## config.mk

```make
export PLATFORM = sky130hd
export DESIGN_NAME = gpio_mux_ctrl_wb
export DESIGN_NICKNAME = d
export VERILOG_FILES = /design/src/rtl/gpio_mux_pkg.sv /design/src/rtl/gpio_mux_ctrl_wb_pin.sv /design/src/rtl/gpio_mux_ctrl_wb.sv
export SDC_FILE = /design/constraint.sdc
export NUM_CORES = 2
export LEC_CHECK = 0
export ABC_AREA = 0
export BUFFER_PORTS_ARGS = -buffer_cell sky130_fd_sc_hd__buf_2
export CAP_MARGIN = 0
export CORE_AREA = 2 2 427 429
export DETAILED_ROUTE_END_ITERATION = 7
export DIE_AREA = 0 0 429 431
export GPL_TIMING_DRIVEN = 0
export PLACE_DENSITY_LB_ADDON = 0.05
export SYNTH_ARGS = -nofsm -noshare
export SYNTH_HDL_FRONTEND = slang
export SYNTH_SLANG_ARGS = --single-unit
```

## constraint.sdc

```tcl
create_clock -name wb_clk_i -period 31.2 [get_ports wb_clk_i]
set_clock_uncertainty 0.1 [all_clocks]
set_input_delay 9.36 -clock wb_clk_i [delete_from_list [all_inputs] [get_ports wb_clk_i]]
set_output_delay 9.36 -clock wb_clk_i [all_outputs]
set_load 0.01 [all_outputs]
```

## src/rtl/gpio_mux_pkg.sv

```systemverilog
// Shared definitions for the Wishbone GPIO pin router: register offsets,
// select width, commit FSM states and the select-code validity helper.
package gpio_mux_pkg;

  localparam int SEL_W = 8;

  localparam logic [7:0] OFF_CTRL   = 8'h80;
  localparam logic [7:0] OFF_ERR    = 8'h84;
  localparam logic [7:0] OFF_ACTIVE = 8'h88;

  typedef enum logic [1:0] {
    IDLE,
    GUARD,
    APPLY
  } state_e;

  // A select code routes a team only when it names one of teams 1..num_teams.
  function automatic logic sel_valid(input logic [SEL_W-1:0] code, input int num_teams);
    return (code != '0) && (int'(code) <= num_teams);
  endfunction

endpackage

```

## src/rtl/gpio_mux_ctrl_wb_pin.sv

```systemverilog
// One pad's router: picks the selected team's out/oeb, or parks the pad
// hi-Z (out = 0) when the select is off/invalid or the guard mask is set.
module gpio_pin_mux
  import gpio_mux_pkg::*;
#(
  parameter int NUM_TEAMS = 12
) (
  input  logic [SEL_W-1:0]     sel,
  input  logic                 guard,
  input  logic [NUM_TEAMS-1:0] team_out,
  input  logic [NUM_TEAMS-1:0] team_oeb,
  output logic                 pad_out,
  output logic                 pad_oeb
);

  // Route the selected team to the pad; off/guarded pads float.
  always_comb begin
    // NOTE: defaults first so every path assigns both outputs and no latch is inferred.
    pad_out = 1'b0;
    pad_oeb = 1'b1;
    if (!guard && sel_valid(sel, NUM_TEAMS)) begin
      for (int k = 1; k <= NUM_TEAMS; k++) begin
        if (sel == SEL_W'(k)) begin
          pad_out = team_out[k-1];
          pad_oeb = team_oeb[k-1];
        end
      end
    end
  end

endmodule

```

## src/rtl/gpio_mux_ctrl_wb.sv

```systemverilog
// Wishbone GPIO pin router. Software stages per-pin selects in a shadow
// bank and commits them; changed pins float for a guard window before the
// new mapping becomes active, so a pad never hands over between drivers
// within one cycle.
module gpio_mux_ctrl_wb
  import gpio_mux_pkg::*;
#(
  parameter int          NUM_TEAMS    = 12,
  parameter int          NUM_PINS     = 38,
  parameter int          GUARD_CYCLES = 4,
  parameter logic [31:0] BASE_ADDR    = 32'h3000_0000
) (
  input  logic                          wb_clk_i,
  input  logic                          wb_rst_i,
  input  logic                          wbs_stb_i,
  input  logic                          wbs_cyc_i,
  input  logic                          wbs_we_i,
  input  logic [3:0]                    wbs_sel_i,
  input  logic [31:0]                   wbs_adr_i,
  input  logic [31:0]                   wbs_dat_i,
  output logic                          wbs_ack_o,
  output logic [31:0]                   wbs_dat_o,
  input  logic [NUM_TEAMS*NUM_PINS-1:0] designs_gpio_out,
  input  logic [NUM_TEAMS*NUM_PINS-1:0] designs_gpio_oeb,
  output logic [NUM_PINS-1:0]           gpio_out,
  output logic [NUM_PINS-1:0]           gpio_oeb,
  output logic                          busy_o
);

  localparam int CNT_W = (GUARD_CYCLES > 1) ? $clog2(GUARD_CYCLES) : 1;

  logic [SEL_W-1:0] shadow  [NUM_PINS];
  logic [SEL_W-1:0] pending [NUM_PINS];
  logic [SEL_W-1:0] active  [NUM_PINS];
  logic [1:0]       err_q;      // bit0 BAD_SEL, bit1 COMMIT_DROP
  logic [6:0]       act_idx;
  state_e           state_q, state_d;
  logic [CNT_W-1:0] cnt_q;

  logic        hit, req, wr, sel_wr, busy;
  logic        commit_req, commit_go, commit_drop, bad_sel_wr;
  logic [7:0]  off;
  logic [4:0]  word;
  logic [1:0]  err_clr;
  logic [31:0] rdata;
  logic [NUM_PINS-1:0] guard_mask;

  assign hit         = (wbs_adr_i[31:8] == BASE_ADDR[31:8]);
  assign req         = wbs_cyc_i & wbs_stb_i & hit & ~wbs_ack_o;
  assign wr          = req & wbs_we_i;
  assign off         = wbs_adr_i[7:0];
  assign word        = off[6:2];
  assign sel_wr      = wr & ~off[7];
  assign busy        = (state_q != IDLE);
  assign busy_o      = busy;
  assign commit_req  = wr && (off == OFF_CTRL) && wbs_sel_i[0] && wbs_dat_i[0];
  assign commit_go   = commit_req & ~busy;
  assign commit_drop = commit_req & busy;
  assign err_clr     = (wr && (off == OFF_ERR) && wbs_sel_i[0]) ? wbs_dat_i[1:0] : 2'b00;

  // Flag any enabled byte write to an existing pin that names no team.
  always_comb begin
    bad_sel_wr = 1'b0;
    for (int p = 0; p < NUM_PINS; p++) begin
      if (sel_wr && (word == 5'(p / 4)) && wbs_sel_i[p % 4] &&
          (wbs_dat_i[8*(p%4) +: 8] != '0) &&
          !sel_valid(wbs_dat_i[8*(p%4) +: 8], NUM_TEAMS))
        bad_sel_wr = 1'b1;
    end
  end

  // Read mux for the whole 256-byte window; holes and missing pins read 0.
  always_comb begin
    rdata = '0;
    if (!off[7]) begin
      for (int p = 0; p < NUM_PINS; p++) begin
        if (word == 5'(p / 4)) rdata[8*(p%4) +: 8] = shadow[p];
      end
    end else begin
      case (off)
        OFF_CTRL: rdata = {30'b0, busy, 1'b0};
        OFF_ERR:  rdata = {30'b0, err_q};
        OFF_ACTIVE: begin
          for (int p = 0; p < NUM_PINS; p++) begin
            if (act_idx == 7'(p)) rdata = {24'b0, active[p]};
          end
        end
        default: rdata = '0;
      endcase
    end
  end

  // Single-cycle ack; read data is presented only alongside ack.
  always_ff @(posedge wb_clk_i) begin
    // NOTE: sequential state is updated with non-blocking assignments so every flop samples pre-edge values.
    if (wb_rst_i) begin
      wbs_ack_o <= 1'b0;
      wbs_dat_o <= '0;
    end else begin
      wbs_ack_o <= req;
      wbs_dat_o <= req ? rdata : '0;
    end
  end

  // Software-visible registers: shadow selects, sticky errors, ACTIVE index.
  always_ff @(posedge wb_clk_i) begin
    if (wb_rst_i) begin
      // NOTE: these select banks are small flop arrays, not RAM, so they are reset like any other state.
      for (int p = 0; p < NUM_PINS; p++) shadow[p] <= '0;
      err_q   <= '0;
      act_idx <= '0;
    end else begin
      for (int p = 0; p < NUM_PINS; p++) begin
        if (sel_wr && (word == 5'(p / 4)) && wbs_sel_i[p % 4])
          shadow[p] <= wbs_dat_i[8*(p%4) +: 8];
      end
      err_q <= (err_q | {commit_drop, bad_sel_wr}) & ~err_clr;
      if (wr && (off == OFF_ACTIVE) && wbs_sel_i[0]) act_idx <= wbs_dat_i[6:0];
    end
  end

  // Commit sequencing: IDLE -> GUARD (GUARD_CYCLES cycles) -> APPLY -> IDLE.
  always_comb begin
    state_d = state_q;
    case (state_q)
      IDLE:    if (commit_go) state_d = (GUARD_CYCLES == 0) ? APPLY : GUARD;
      GUARD:   if (cnt_q == CNT_W'(GUARD_CYCLES - 1)) state_d = APPLY;
      APPLY:   state_d = IDLE;
      default: state_d = IDLE;
    endcase
  end

  // FSM state, guard counter and the pending/active select banks.
  always_ff @(posedge wb_clk_i) begin
    if (wb_rst_i) begin
      state_q <= IDLE;
      cnt_q   <= '0;
      for (int p = 0; p < NUM_PINS; p++) begin
        pending[p] <= '0;
        active[p]  <= '0;
      end
    end else begin
      state_q <= state_d;
      cnt_q   <= (state_q == GUARD) ? cnt_q + 1'b1 : '0;
      if (commit_go) begin
        for (int p = 0; p < NUM_PINS; p++) pending[p] <= shadow[p];
      end
      if (state_q == APPLY) begin
        for (int p = 0; p < NUM_PINS; p++) active[p] <= pending[p];
      end
    end
  end

  // Changed pins stay parked through APPLY too, so the old driver never
  // reappears for a cycle before the new one takes over.
  for (genvar p = 0; p < NUM_PINS; p++) begin : g_pin
    logic [NUM_TEAMS-1:0] team_out, team_oeb;

    for (genvar k = 0; k < NUM_TEAMS; k++) begin : g_team
      assign team_out[k] = designs_gpio_out[k*NUM_PINS + p];
      assign team_oeb[k] = designs_gpio_oeb[k*NUM_PINS + p];
    end

    assign guard_mask[p] = busy & (pending[p] != active[p]);

    gpio_pin_mux #(.NUM_TEAMS(NUM_TEAMS)) u_pin_mux (
      .sel      (active[p]),
      .guard    (guard_mask[p]),
      .team_out (team_out),
      .team_oeb (team_oeb),
      .pad_out  (gpio_out[p]),
      .pad_oeb  (gpio_oeb[p])
    );
  end

endmodule

```

==> run metrics <==
Clock Path Buffers=3; Syn Inst Count=about 5300; DRC Markers=0; Die Y=431 um; io pins=approximately 1100; gr usage total=0.303; Crit path buffers/inverters=3; clock period minus worst slack=around 21 ns; routed vias/inst=around 5.6; delay-heaviest family, CP=multiplexers; wire length per cell=32.2 um; row cnt=156; worst-path fanout max=2; Leak=0.0255 uW; max-cap violations=4; CP endpoint kind=output port; RSZ-0062 raised after global routing=false; syn nets=between 6000 and 7000; CP required=~22 ns; multi-input logic area=roughly 0.025 mm^2; register area=0.0283 mm^2; Post-CTS Setup Bufs=0; worst path cell trace=buf_2 > mux2_2 > mux4_2 > o21ai_0 > nand2_1 > or3_1 > a21oi_1 > o21ai_0 > buf_4 > buf_2; CTS Buf Count=approximately 110; initial antenna violation count=between 50 and 60; crit path DAT=~11 ns; CTS Root Cell=clkbuf_16; status=finished with violations; hold buffers post-CTS=0; largest net degree at the start of global routing=63; via count=about 50000; H-tree level count=3; WS Path Type=in -> out; top cell type's share of synthesized area=0.490; nets=between 7000 and 8000; IO Port Bufs=about 1100; top cells by area, synth=edfxtp_1 49%, and2_1 6.3%, mux4_2 3.7%; CP max stage delay=roughly 0.46 ns; Final Hold Viols=0; Clock Sink Count=about 960; Setup WS pre-CTS=about 10 ns; Max stage delay cell, worst path=mux4_2; hold crit path type=reg -> reg; Reg clk slew, reported paths=roughly 0.06 ns; core area=about 0.18 mm^2; Mean Syn Cell Area=roughly 11 um^2; Critical Path Source Type=input port; Slew headroom=-0.0283; Tcrit/Tclk final=0.667; Achievable Freq=48.1 MHz; Slew Viols, Final=34; number of global-route vias before repair=48300; DR pass1 iterations=6; Starting Density=0.310; CTS tree=yes; post_cts resized=0; final WL=291000 um; first-pass GRT wire length=about 390000 um; worst-skew pair later-pin latency=around 0.75 ns; post-DP HPWL=236000 um; Antenna Nets Post-Route=0; fillers=18300; Placed Cells=a little under 9000; Post-synth EDFFs=roughly 910; async set or reset register ratio after synthesis=0; PwrDens=between 40 and 50 mW/mm^2; routability cong.=between 1 and 1.5; Yosys reg bits=about 960; setup ws final=between 10 and 15 ns; Setup violations, final=0; Peak VDD IR=approximately 0.041 mV; GRT overflow=0; Initial DRC Count=roughly 5600; DIE AREA=between 0.15 and 0.2 mm^2; share of layout cells above drive strength 1=0.237; Cell Count, Final, Fillers Out=9040; post-synthesis cell type count=85; Synth warnings=0; failing checks=max-capacitance violations, max-slew violations; ys flop type=edfxtp_1; Synth Cell Area=0.0559 mm^2; Slew @ Worst Pin=around 1.5 ns; Die X=429 um; Seq/Total Area, Yosys=0.506; Synth area leader=edfxtp_1; area delta synth->final=23.1%
-- cell usage after synthesis, drive strengths merged, types with 62 or more instances --
cell type and count:
nor2 550, xnor2 144, nor4 99, mux2i 155, xor2 160, edfxtp 912, nand2 311, nand2b 111
nand4 63, mux4 92, nand3 78, buf 133, nor2b 115, o21ai 227, and2 563, inv 92
a21oi 253, clkbuf 344, nor3 62
-- report_power, final --
part / internal [uW] / total (uW) / leakage, uW / switching (uW)
combinational: 144 / 346 / 0.0143 / 202
clock: 811 / 1390 / 0.00185 / 577
sequential: 1460 / 1530 / 0.00943 / 71.1
-- per-layer routing --
metal  vias to the layer above  global-route usage  share of wire
met5                         -                   0        0.00037
met4                        14              0.0970          0.035
met3                       385              0.0488          0.079
met2                      2511               0.486           0.46
met1                     25500               0.419           0.43
li1                      22000                   -              -
-- final timing paths --
check	cells past startpoint	start	end	slack (ns)
max reg2reg	8	act_idx[0]	wbs_dat_o[3]	24.84
max	10	designs_gpio_oeb[251]	gpio_oeb[23]	10.39
min reg2reg	1	cnt_q[0]	cnt_q[0]	0.33
min	1	cnt_q[0]	cnt_q[0]	0.33
-- per-stage QoR --
step                area (um^2)  hold slack [ns]  power, uW  utilization  setup TNS (ns)
CTS                       68800            0.332       3280        0.382               0
global route              68800            0.357       3350        0.382               0
global placement          64300            0.307       1920        0.357        -1553.02
detailed placement        64900            0.324       1900        0.360               0
finish                    68800            0.326       3270        0.382               0
floorplan                 55900            0.297       1710            -               0
-- placed cells by master, fill, tap and decap left out, drive strengths merged, types with 44 or more instances in the layout --
| cell | netlist | layout |
|---|---|---|
| mux2 | 57 | 57 |
| buf | 133 | 1254 |
| nor4 | 99 | 99 |
| edfxtp | 912 | 912 |
| nor2 | 550 | 550 |
| o21ai | 227 | 227 |
| nor3 | 62 | 62 |
| a211oi | 61 | 61 |
| and2 | 563 | 563 |
| nor2b | 115 | 115 |
| nand3 | 78 | 78 |
| dfxtp | 46 | 46 |
| nand2b | 111 | 111 |
| clkbuf | 344 | 500 |
| xnor2 | 144 | 144 |
| a22oi | 48 | 48 |
| a31oi | 44 | 44 |
| nand4 | 63 | 63 |
| mux4 | 92 | 92 |
| o211ai | 48 | 48 |
| a21oi | 253 | 253 |
| xor2 | 160 | 160 |
| nand2 | 311 | 311 |
| o22ai | 57 | 57 |
| inv | 92 | 95 |
| mux2i | 155 | 155 |
-- registers in the layout, indices dropped and copies added, names as in the netlist --
name and flops:
cnt_q 2, pending 304, wbs_ack_o 1, err_q 2, active 304, state_q 2
act_idx 7, shadow 304, wbs_dat_o 32
-- logic make-up after synthesis --
logic type | after synthesis | synth area share
DFF | 958 | 0.506
and+or+nand+nor | 2137 | 0.202
buffers and inverters | 572 | 0.0441
adders and majority gates | 1 | 0.000224
muxes | 304 | 0.0763
AOI/OAI and AO/OA | 1038 | 0.123
xor gates and xnor gates | 304 | 0.0476
-- layout make-up --
| class | instances | share of cell area |
|---|---|---|
| multi-input combinational | 3784 | 0.366 |
| sequential | 958 | 0.411 |
| tap | 2370 | 0.0431 |
| clock inverter | 56 | 0.00920 |
| inverter | 95 | 0.00518 |
| clock buffer | 156 | 0.0463 |
| antenna | 23 | 0.000836 |
| buffer | 477 | 0.0308 |
| timing repair buffer | 1121 | 0.0873 |
No activity file was read; power rests on OpenSTA's default activity.
